===== src/rtl/contatore_discendente.sv =====
// rtl/contatore_discendente.sv - programmable down-counter loaded via dav_/rfd handshake
module contatore_discendente #(
    parameter int N = 3
) (
    input  logic         clock,
    input  logic         reset_,
    input  logic         dav_,
    input  logic [N-1:0] valore,
    output logic         rfd,
    output logic [N-1:0] out,
    output logic         fine
);

    localparam logic [1:0] S_IDLE  = 2'd0;
    localparam logic [1:0] S_COUNT = 2'd1;
    localparam logic [1:0] S_WAIT  = 2'd2;

    logic [1:0] state;

    always_ff @(posedge clock) begin
        if (!reset_) begin
            state <= S_IDLE;
            out   <= '0;
            rfd   <= 1'b1;
            fine  <= 1'b0;
        end else begin
            // fine is only raised on the COUNT->WAIT transition, so it lasts one clock
            fine <= 1'b0;
            case (state)
                S_IDLE: begin
                    if (!dav_) begin
                        out   <= valore;
                        rfd   <= 1'b0;
                        state <= S_COUNT;
                    end
                end
                S_COUNT: begin
                    if (out != '0) begin
                        out <= out - N'(1);
                    end else begin
                        fine  <= 1'b1;
                        state <= S_WAIT;
                    end
                end
                S_WAIT: begin
                    // re-arm only once the producer has released dav_
                    if (dav_) begin
                        rfd   <= 1'b1;
                        state <= S_IDLE;
                    end
                end
                default: begin
                    out   <= '0;
                    rfd   <= 1'b1;
                    state <= S_IDLE;
                end
            endcase
        end
    end

endmodule


===== config.mk =====
export PLATFORM = sky130hd
export DESIGN_NAME = contatore_discendente
export DESIGN_NICKNAME = d
export VERILOG_FILES = /design/src/rtl/contatore_discendente.sv
export SDC_FILE = /design/constraint.sdc
export NUM_CORES = 1
export LEC_CHECK = 0
export CAP_MARGIN = 20
export CORE_AREA = 5 5 42 44
export DETAILED_ROUTE_END_ITERATION = 8
export DIE_AREA = 0 0 47 49
export PLACE_DENSITY = 0.65
export REMOVE_ABC_BUFFERS = 1
export SYNTH_ARGS = -nofsm -noshare
export SYNTH_HDL_FRONTEND = slang
export SYNTH_SLANG_ARGS = --single-unit

===== constraint.sdc =====
create_clock -name clock -period 1.7 [get_ports clock]
set_input_delay 0.255 -clock clock [delete_from_list [all_inputs] [get_ports clock]]
set_output_delay 0.255 -clock clock [all_outputs]
set_load 0.05 [all_outputs]

# After elaboration in Yosys (flattened, before gate mapping)

Index checks and enable logic that the tools add are counted.

Word-level logic and storage cells: 30
Bits of input ports: 6
Bits in registers: 7

Bitwise operators: 2
Reduce and logical (&&, ||, !) cells: 6
Add/sub/neg operators: 1
Eq/ne operators: 6
Mux-type cells: 11

Operators by type and width:

| cell                                             | count |
|---|---|
| case mux 3 bit (3 select lines)                  | 1 |
| AND reduction 3 bit                              | 3 |
| inequality test 2 bit, second input constant     | 4 |
| two-way mux 2 bit                                | 3 |
| two-way mux 3 bit                                | 2 |
| case mux 2 bit (3 select lines)                  | 1 |
| two-way mux 1 bit                                | 3 |
| case mux 1 bit (3 select lines)                  | 1 |
| nonzero test 3 bit                               | 1 |
| subtractor 3 x 1 -> 3 bit, second input constant | 1 |
| == test 2 x 1 -> 1 bit, second input constant    | 1 |
| == test 2 bit, second input constant             | 1 |
| logical NOT 2 bit                                | 1 |
| inverter 1 bit                                   | 2 |
| AND reduction 2 bit                              | 1 |

# Logic depth before layout (Yosys ltp)

Gate-level depths: netlist of the first run.

Depth in word-level cells: 3
Gate-level depth with buffers: 5
Depth with buffers taken out: 5

# Worst setup path before layout of the first run

OpenSTA, ideal clock, no wires.

Path type: register -> register
Start point: reg out[0]
End point: reg out[1]
Arrival time: 1.483 ns
Period minus slack after synthesis: 1.604 ns
Buffers on the path: 0
Cell stages (with the launch flop): 6
Setup time: 0.122 ns
Path slack: 0.096 ns
Required time: 1.578 ns
Cell sequence: dfxtp_1 > inv_1 > ha_1 > nor4bb_4 > o21bai_1 > mux2i_1

Cells in the longest elaborated chain, start to end: 3

RTL lines:

| item                                                                          | line   | text |
|---|---|---|
| start, declared                                                               | 10     | `output logic [N-1:0] out,` |
| start signal, assigned                                                        | 32     | `out <= valore;` |
| start signal, assigned                                                        | 39     | `out <= out - N'(1);` |
| subtractor 3 x 1 -> 3 bit / nonzero test 3 bit (equally long branches)        | 39, 38 |  |
| two-way mux 3 bit / inequality test 2 bit (equally long branches)             | -      |  |
| case mux 3 bit (3 select lines) / AND reduction 3 bit (equally long branches) | -      |  |

Parallel ways exist; a longest one is shown, timed or not. The select of a mux whose other input is x is not followed.
A chain may end at the register's enable or synchronous reset.

# Worst setup path after layout of the first run

Ends and elaborated chain as after synthesis.

==> results of run 1 <==
==> layout make-up <==
class	count	area [um2]	share of cell area [%]
multi-input cells	30	220	43.6
flip-flops and latches	7	140	27.7
repair buffers	10	87.6	17.3
clock buffers	4	26.3	5.20
well taps	16	20.0	3.96
inverters	3	11.3	2.23
==> power groups by stage <==
| stage | clock (mW) | combinational, mW | sequential (mW) |
|---|---|---|---|
| 3_5_place_dp | 0 | 0.199 | 0.213 |
| 4_1_cts | 0.155 | 0.201 | 0.210 |
| 3_3_place_gp | 0 | 0.200 | 0.213 |
| 2_1_floorplan | 0 | 0.0977 | 0.260 |
| 5_1_grt | 0.170 | 0.217 | 0.214 |
| 6_report | 0.153 | 0.198 | 0.209 |
==> metrics by stage <==
stage | hold slack, ps | cell area [um2] | utilization, %
after CTS | 494 | 505 | 36.1
after global placement | 480 | 479 | 34.2
after floorplan | 331 | 372 | -
final | 498 | 505 | 36.1
after detailed placement | 478 | 479 | 34.2
after global routing | 550 | 505 | 36.1
==> path summary, 6_finish.rpt <==
check	to	slack [ps]	cells after the start
max	out[1]	370	5
min reg2reg	out[1]	500	2
max reg2reg	out[1]	370	5
min	out[1]	500	2
==> registers in the layout, indices dropped and copies added (netlist names) <==
register,count
out,3
state,2
fine,1
rfd,1
==> logic make-up (layout without fill, tap and decap cells) <==
logic type / Yosys count / count (layout)
simple gates: 15 / 15
mux: 3 / 3
xor+xnor: 1 / 1
compound gates: 9 / 9
flops: 7 / 7
fa+ha+maj: 2 / 2
buf+inv: 4 / 17
==> cell usage after synthesis (all sizes together) <==
master / instances
a211oi: 1
o22ai: 2
buf: 1
nor2: 4
dfxtp: 7
nor2b: 4
o21bai: 1
nor3b: 1
xnor2: 1
and2b: 1
nand2b: 2
mux2i: 3
inv: 3
ha: 2
nor4bb: 1
nand2: 2
a21oi: 3
o21ai: 2
==> layer usage <==
metal / vias up / part of all wire, %
met2: 9 / 45
met5: - / 0
met3: 5 / 6.3
met1: 133 / 42
li1: 168 / -
met4: 0 / 6.3
==> worst max-delay path: cells and delay by family, from the launching register on <==
kind	cells	cell delay [ps]
flip-flops	1	330
buffers and inverters	1	80
AO/OA/AOI/OAI	1	160
multiplexers	1	200
AND/OR/NAND/NOR	1	300
adder cells (fa/ha/maj)	1	190
==> impl_metrics.tcl, run 1 <==
set metrics [dict create \
    status "completed" \
    nets 63 \
    antenna_cells 0 \
    cts_buffers 3 \
    post-cts-setup-buffers 0 \
    clk_path_buf_depth 2 \
    cts_resized 0 \
    startpoint_type "flip-flop" \
    grt_use_met3_pct 2.21 \
    clockRootBuffer "clkbuf_4" \
    final_cell_mix "dfxtp_1, clkdlybuf4s50_1, buf_4" \
    ant_nets 0 \
    busiest_layer "met2" \
    cts_tree "done" \
    synth_warnings 0 \
    vias_per_cell 4.50 \
    synth-seq-area-share_pct 37.0 \
    synth-adder-area-share_pct 6.60 \
    critPathCaptureType "flip-flop" \
    synth-simple-area-share_pct 27.4 \
    synth_top_area_share_pct 37.0 \
    cpPeakStageDelay_ps 330 \
    port_buffers 10 \
    rsz0062_at_grt "false" \
    grt_max_degree 10 \
    power.share.clock_pct 27.2 \
    instances_no_fill 70 \
    antenna_found_initial 0 \
    tightest_slew_ps 276 \
    grt-ovfl-total 0 \
    grt_usage_pct 7.39 \
    fin_ws_ps 369 \
    switchingPower_mw 0.197 \
    synth_top_family_by_area "simple AND/OR/NAND/NOR gates" \
    leakagePower_nw 0.211 \
    max_freq_mhz 751 \
    routabilityCongestion 0.691 \
    pin_count 11 \
    power_density_mw_per_mm2 1110 \
    pwr-share-seq_pct 37.3 \
    post-place-cells 66 \
    syn-instance-count 41 \
    drive_gt1_share_pct 20.4 \
    initial_core_util_pct 27.1 \
    fin_crit_sh_pct 78.3 \
    cts_sinks 7 \
    core_mm2 0.00140 \
    cp.arrival_ps 1510 \
    min_from "out[1]" \
    crit_chain "inv_1 -> ha_1 -> nor4bb_4 -> o21bai_1 -> mux2i_1" \
    cts.clk_slew.worst_paths_ps 50 \
    synth_xor_area_share_pct 2.31 \
    hold_violations 0 \
    ir_worst_vdd_mv 0.389 \
    synth_mux_area_share_pct 7.92 \
    setup_viol 0 \
    crit_required_ps 1880 \
    clkLatencyLatePin_ps 250 \
    synth.avg_cell_area_um2 9.25 \
    p_int_mw 0.363 \
    pwr-share-comb_pct 35.4 \
    htree_num_levels 1 \
    ys_seq_elements 7 \
    die_area_mm2 0.00230 \
    hold_buffers 0 \
    grt_pass1_vias 281 \
    drc 0 \
    synth.distinct_cells 19 \
    synth_top_area_cell "dfxtp_1" \
    min_period_ps 1330 \
    wl_per_cell_um 10.1 \
    first_iter_violations 1 \
    areaGrowthSynthToFinish_pct 33.3 \
    grtUsageMet1_pct 8.11 \
    final_common_cell "dfxtp_1" \
    via_count 315 \
    synth_top_cells_by_area "dfxtp_1, mux2i_1, ha_1, nor2b_1, nor4bb_4" \
    first_pass_iters 4 \
    crit_fanout 4 \
    timing.hold.worst.class "flip-flop to flip-flop" \
    switching_share_pct 35.2 \
    syn_area_um2 379 \
    synth_compound_area_share_pct 13.9 \
    dpl.hpwl_um 560 \
    path_class "flip-flop to flip-flop" \
    placementRows 14 \
    skew_ps 0.807 \
    cap_violations 0 \
    fin_tns_setup_ps 0 \
    die_w_um 47 \
    slew_viol_final 0 \
    power_mw 0.560 \
    slew_headroom_pct 81.6 \
    grt_use_met2_pct 9.95 \
    grt_pass1_wl_um 1170 \
    chipHeight_um 49 \
    timing.rr.start "out[0]" \
    pre_cts_slack_ps 359 \
    cp_slowest_cell "dfxtp_1" \
    wl_um 709 \
    crit_start "out[0]" \
    nFillCells 147 \
]
No activity file was read; power rests on OpenSTA's default activity.
==> run 2, diff against run 1 <==
Clock period 1.7 ns to 1.3 ns, I/O delays scaled along.
==> run 2 against run 1 <==
Against the previous run:
- worst setup slack got worse by 250 ps
- wire length increased by 13%
- combinational power increased by 86%
- via count increased by 7.3%
- critical path depth increased by 1
- clock power increased by 35%
- total power increased by 51%
- register-to-register slack got worse by 250 ps
- clock skew about the same
==> impl_metrics.tcl, run 2 (synthesized netlist as in run 1, its figures left out) <==
set metrics [dict create \
    power_density_mw_per_mm2 1370 \
    cts.clk_slew.worst_paths_ps 60 \
    first_pass_iters 2 \
    placementRows 14 \
    rsz0062_at_grt "false" \
    nFillCells 150 \
    switching_share_pct 34.1 \
    chipHeight_um 49 \
    first_iter_violations 4 \
    grt-ovfl-total 0 \
    fin_ws_ps 114 \
    wl_um 804 \
    grt_max_degree 9 \
    crit_required_ps 1440 \
    status "completed" \
    cap_violations 0 \
    largest_register_ffs 3 \
    multi_input_area_um2 231 \
    die_w_um 47 \
    die_area_mm2 0.00230 \
    top_register "out" \
    critPathCaptureType "flip-flop" \
    grt_pass1_wl_um 1320 \
    htree_num_levels 1 \
    clockRootBuffer "clkbuf_4" \
    antenna_cells 0 \
    pwr-share-comb_pct 43.6 \
    timing.hold.worst.class "flip-flop to flip-flop" \
    p_int_mw 0.556 \
    antenna_found_initial 0 \
    vias_per_cell 4.51 \
    fin_crit_sh_pct 91.2 \
    initial_core_util_pct 27.1 \
    areaGrowthSynthToFinish_pct 62.7 \
    pwr-share-seq_pct 31.8 \
    drc 0 \
    wl_per_cell_um 10.7 \
    core_mm2 0.00140 \
    path_class "flip-flop to flip-flop" \
    power.share.clock_pct 24.5 \
    ant_nets 0 \
    crit_fanout 3 \
    ir_worst_vdd_mv 0.640 \
    hold_violations 0 \
    startpoint_type "flip-flop" \
    top_regs "out x3, state x2" \
    cts_sinks 7 \
    grt_usage_pct 8.39 \
    min_period_ps 1190 \
    clkLatencyLatePin_ps 250 \
    grt_pass1_vias 320 \
    cts_buffers 3 \
    post-cts-setup-buffers 0 \
    nets 68 \
    pin_count 11 \
    regArea_um2 140 \
    final_cell_mix "dfxtp_1, clkdlybuf4s50_1, buf_12, buf_4, nor2b_1" \
    max_freq_mhz 844 \
    setup_viol 0 \
    skew_ps 1.01 \
    cp.arrival_ps 1320 \
    via_count 338 \
    slew_headroom_pct 79.4 \
    final_common_cell "dfxtp_1" \
    drive_gt1_share_pct 28.8 \
    switchingPower_mw 0.288 \
    fin_tns_setup_ps 0 \
    port_buffers 10 \
    cts_tree "done" \
    leakagePower_nw 0.257 \
    power_mw 0.844 \
    tightest_slew_ps 308 \
    routabilityCongestion 0.744 \
    clk_path_buf_depth 2 \
    pre_cts_slack_ps 10.4 \
    slew_viol_final 0 \
]
==> run 2: cell count changes in the layout (fill, tap and decap cells not counted), sizes merged <==
| cell | delta |
|---|---|
| buf | +5 |
==> run 2: path summary, 6_finish.rpt <==
path	cells past startpoint	endpoint	startpoint	slack (ps)
hold reg to reg	2	rfd	rfd	580
setup / recovery	6	out[0]	out[0]	110
setup reg to reg	6	out[0]	out[0]	110
hold / removal	2	rfd	rfd	580
==> run 2: repair_timing <==
action                                 in CTS  in global routing
endpoints found under the hold margin       0                  0
hold buffers                                0                  0
resized for setup                           0                  1
setup endpoints to repair                   0                  1
==> run 2: stage by stage <==
stage	util, %	cell area, um2	hold WS (ps)	std cells
after global routing	44.0	617	623	75
final	44.0	617	580	75
after CTS	43.2	606	587	75
after floorplan	-	372	271	40
after detailed placement	41.3	579	580	71
after global placement	41.3	579	543	71
==> run 2: critical path, stage by stage, from the launching register on <==
cell	delay (ps)
dfxtp_1	320
inv_1	60
ha_1	200
buf_4	140
nand2b_1	120
xnor2_1	130
o22ai_1	100
==> run 2: routing by layer <==
layer	up-vias	share of wire (%)	track usage [%]
met5	-	0	0
met4	0	4.7	8.29
met3	4	4.6	2.21
met2	8	49	11.3
met1	148	42	9.93
li1	178	-	-
==> run 2: power by group through the flow <==
| stage | combinational (mW) | sequential (mW) | clock, mW |
|---|---|---|---|
| after detailed placement | 0.358 | 0.274 | 0 |
| after floorplan | 0.128 | 0.340 | 0 |
| final | 0.368 | 0.269 | 0.207 |
| after CTS | 0.359 | 0.269 | 0.210 |
| after global placement | 0.354 | 0.273 | 0 |
| after global routing | 0.397 | 0.273 | 0.228 |
==> run 2: cell type report <==
class                   count  area share, %
multi-input cells          30           37.5
repair buffers             15           30.4
flip-flops and latches      7           22.7
clock buffers               4           4.26
well taps                  16           3.25
inverters                   3           1.83
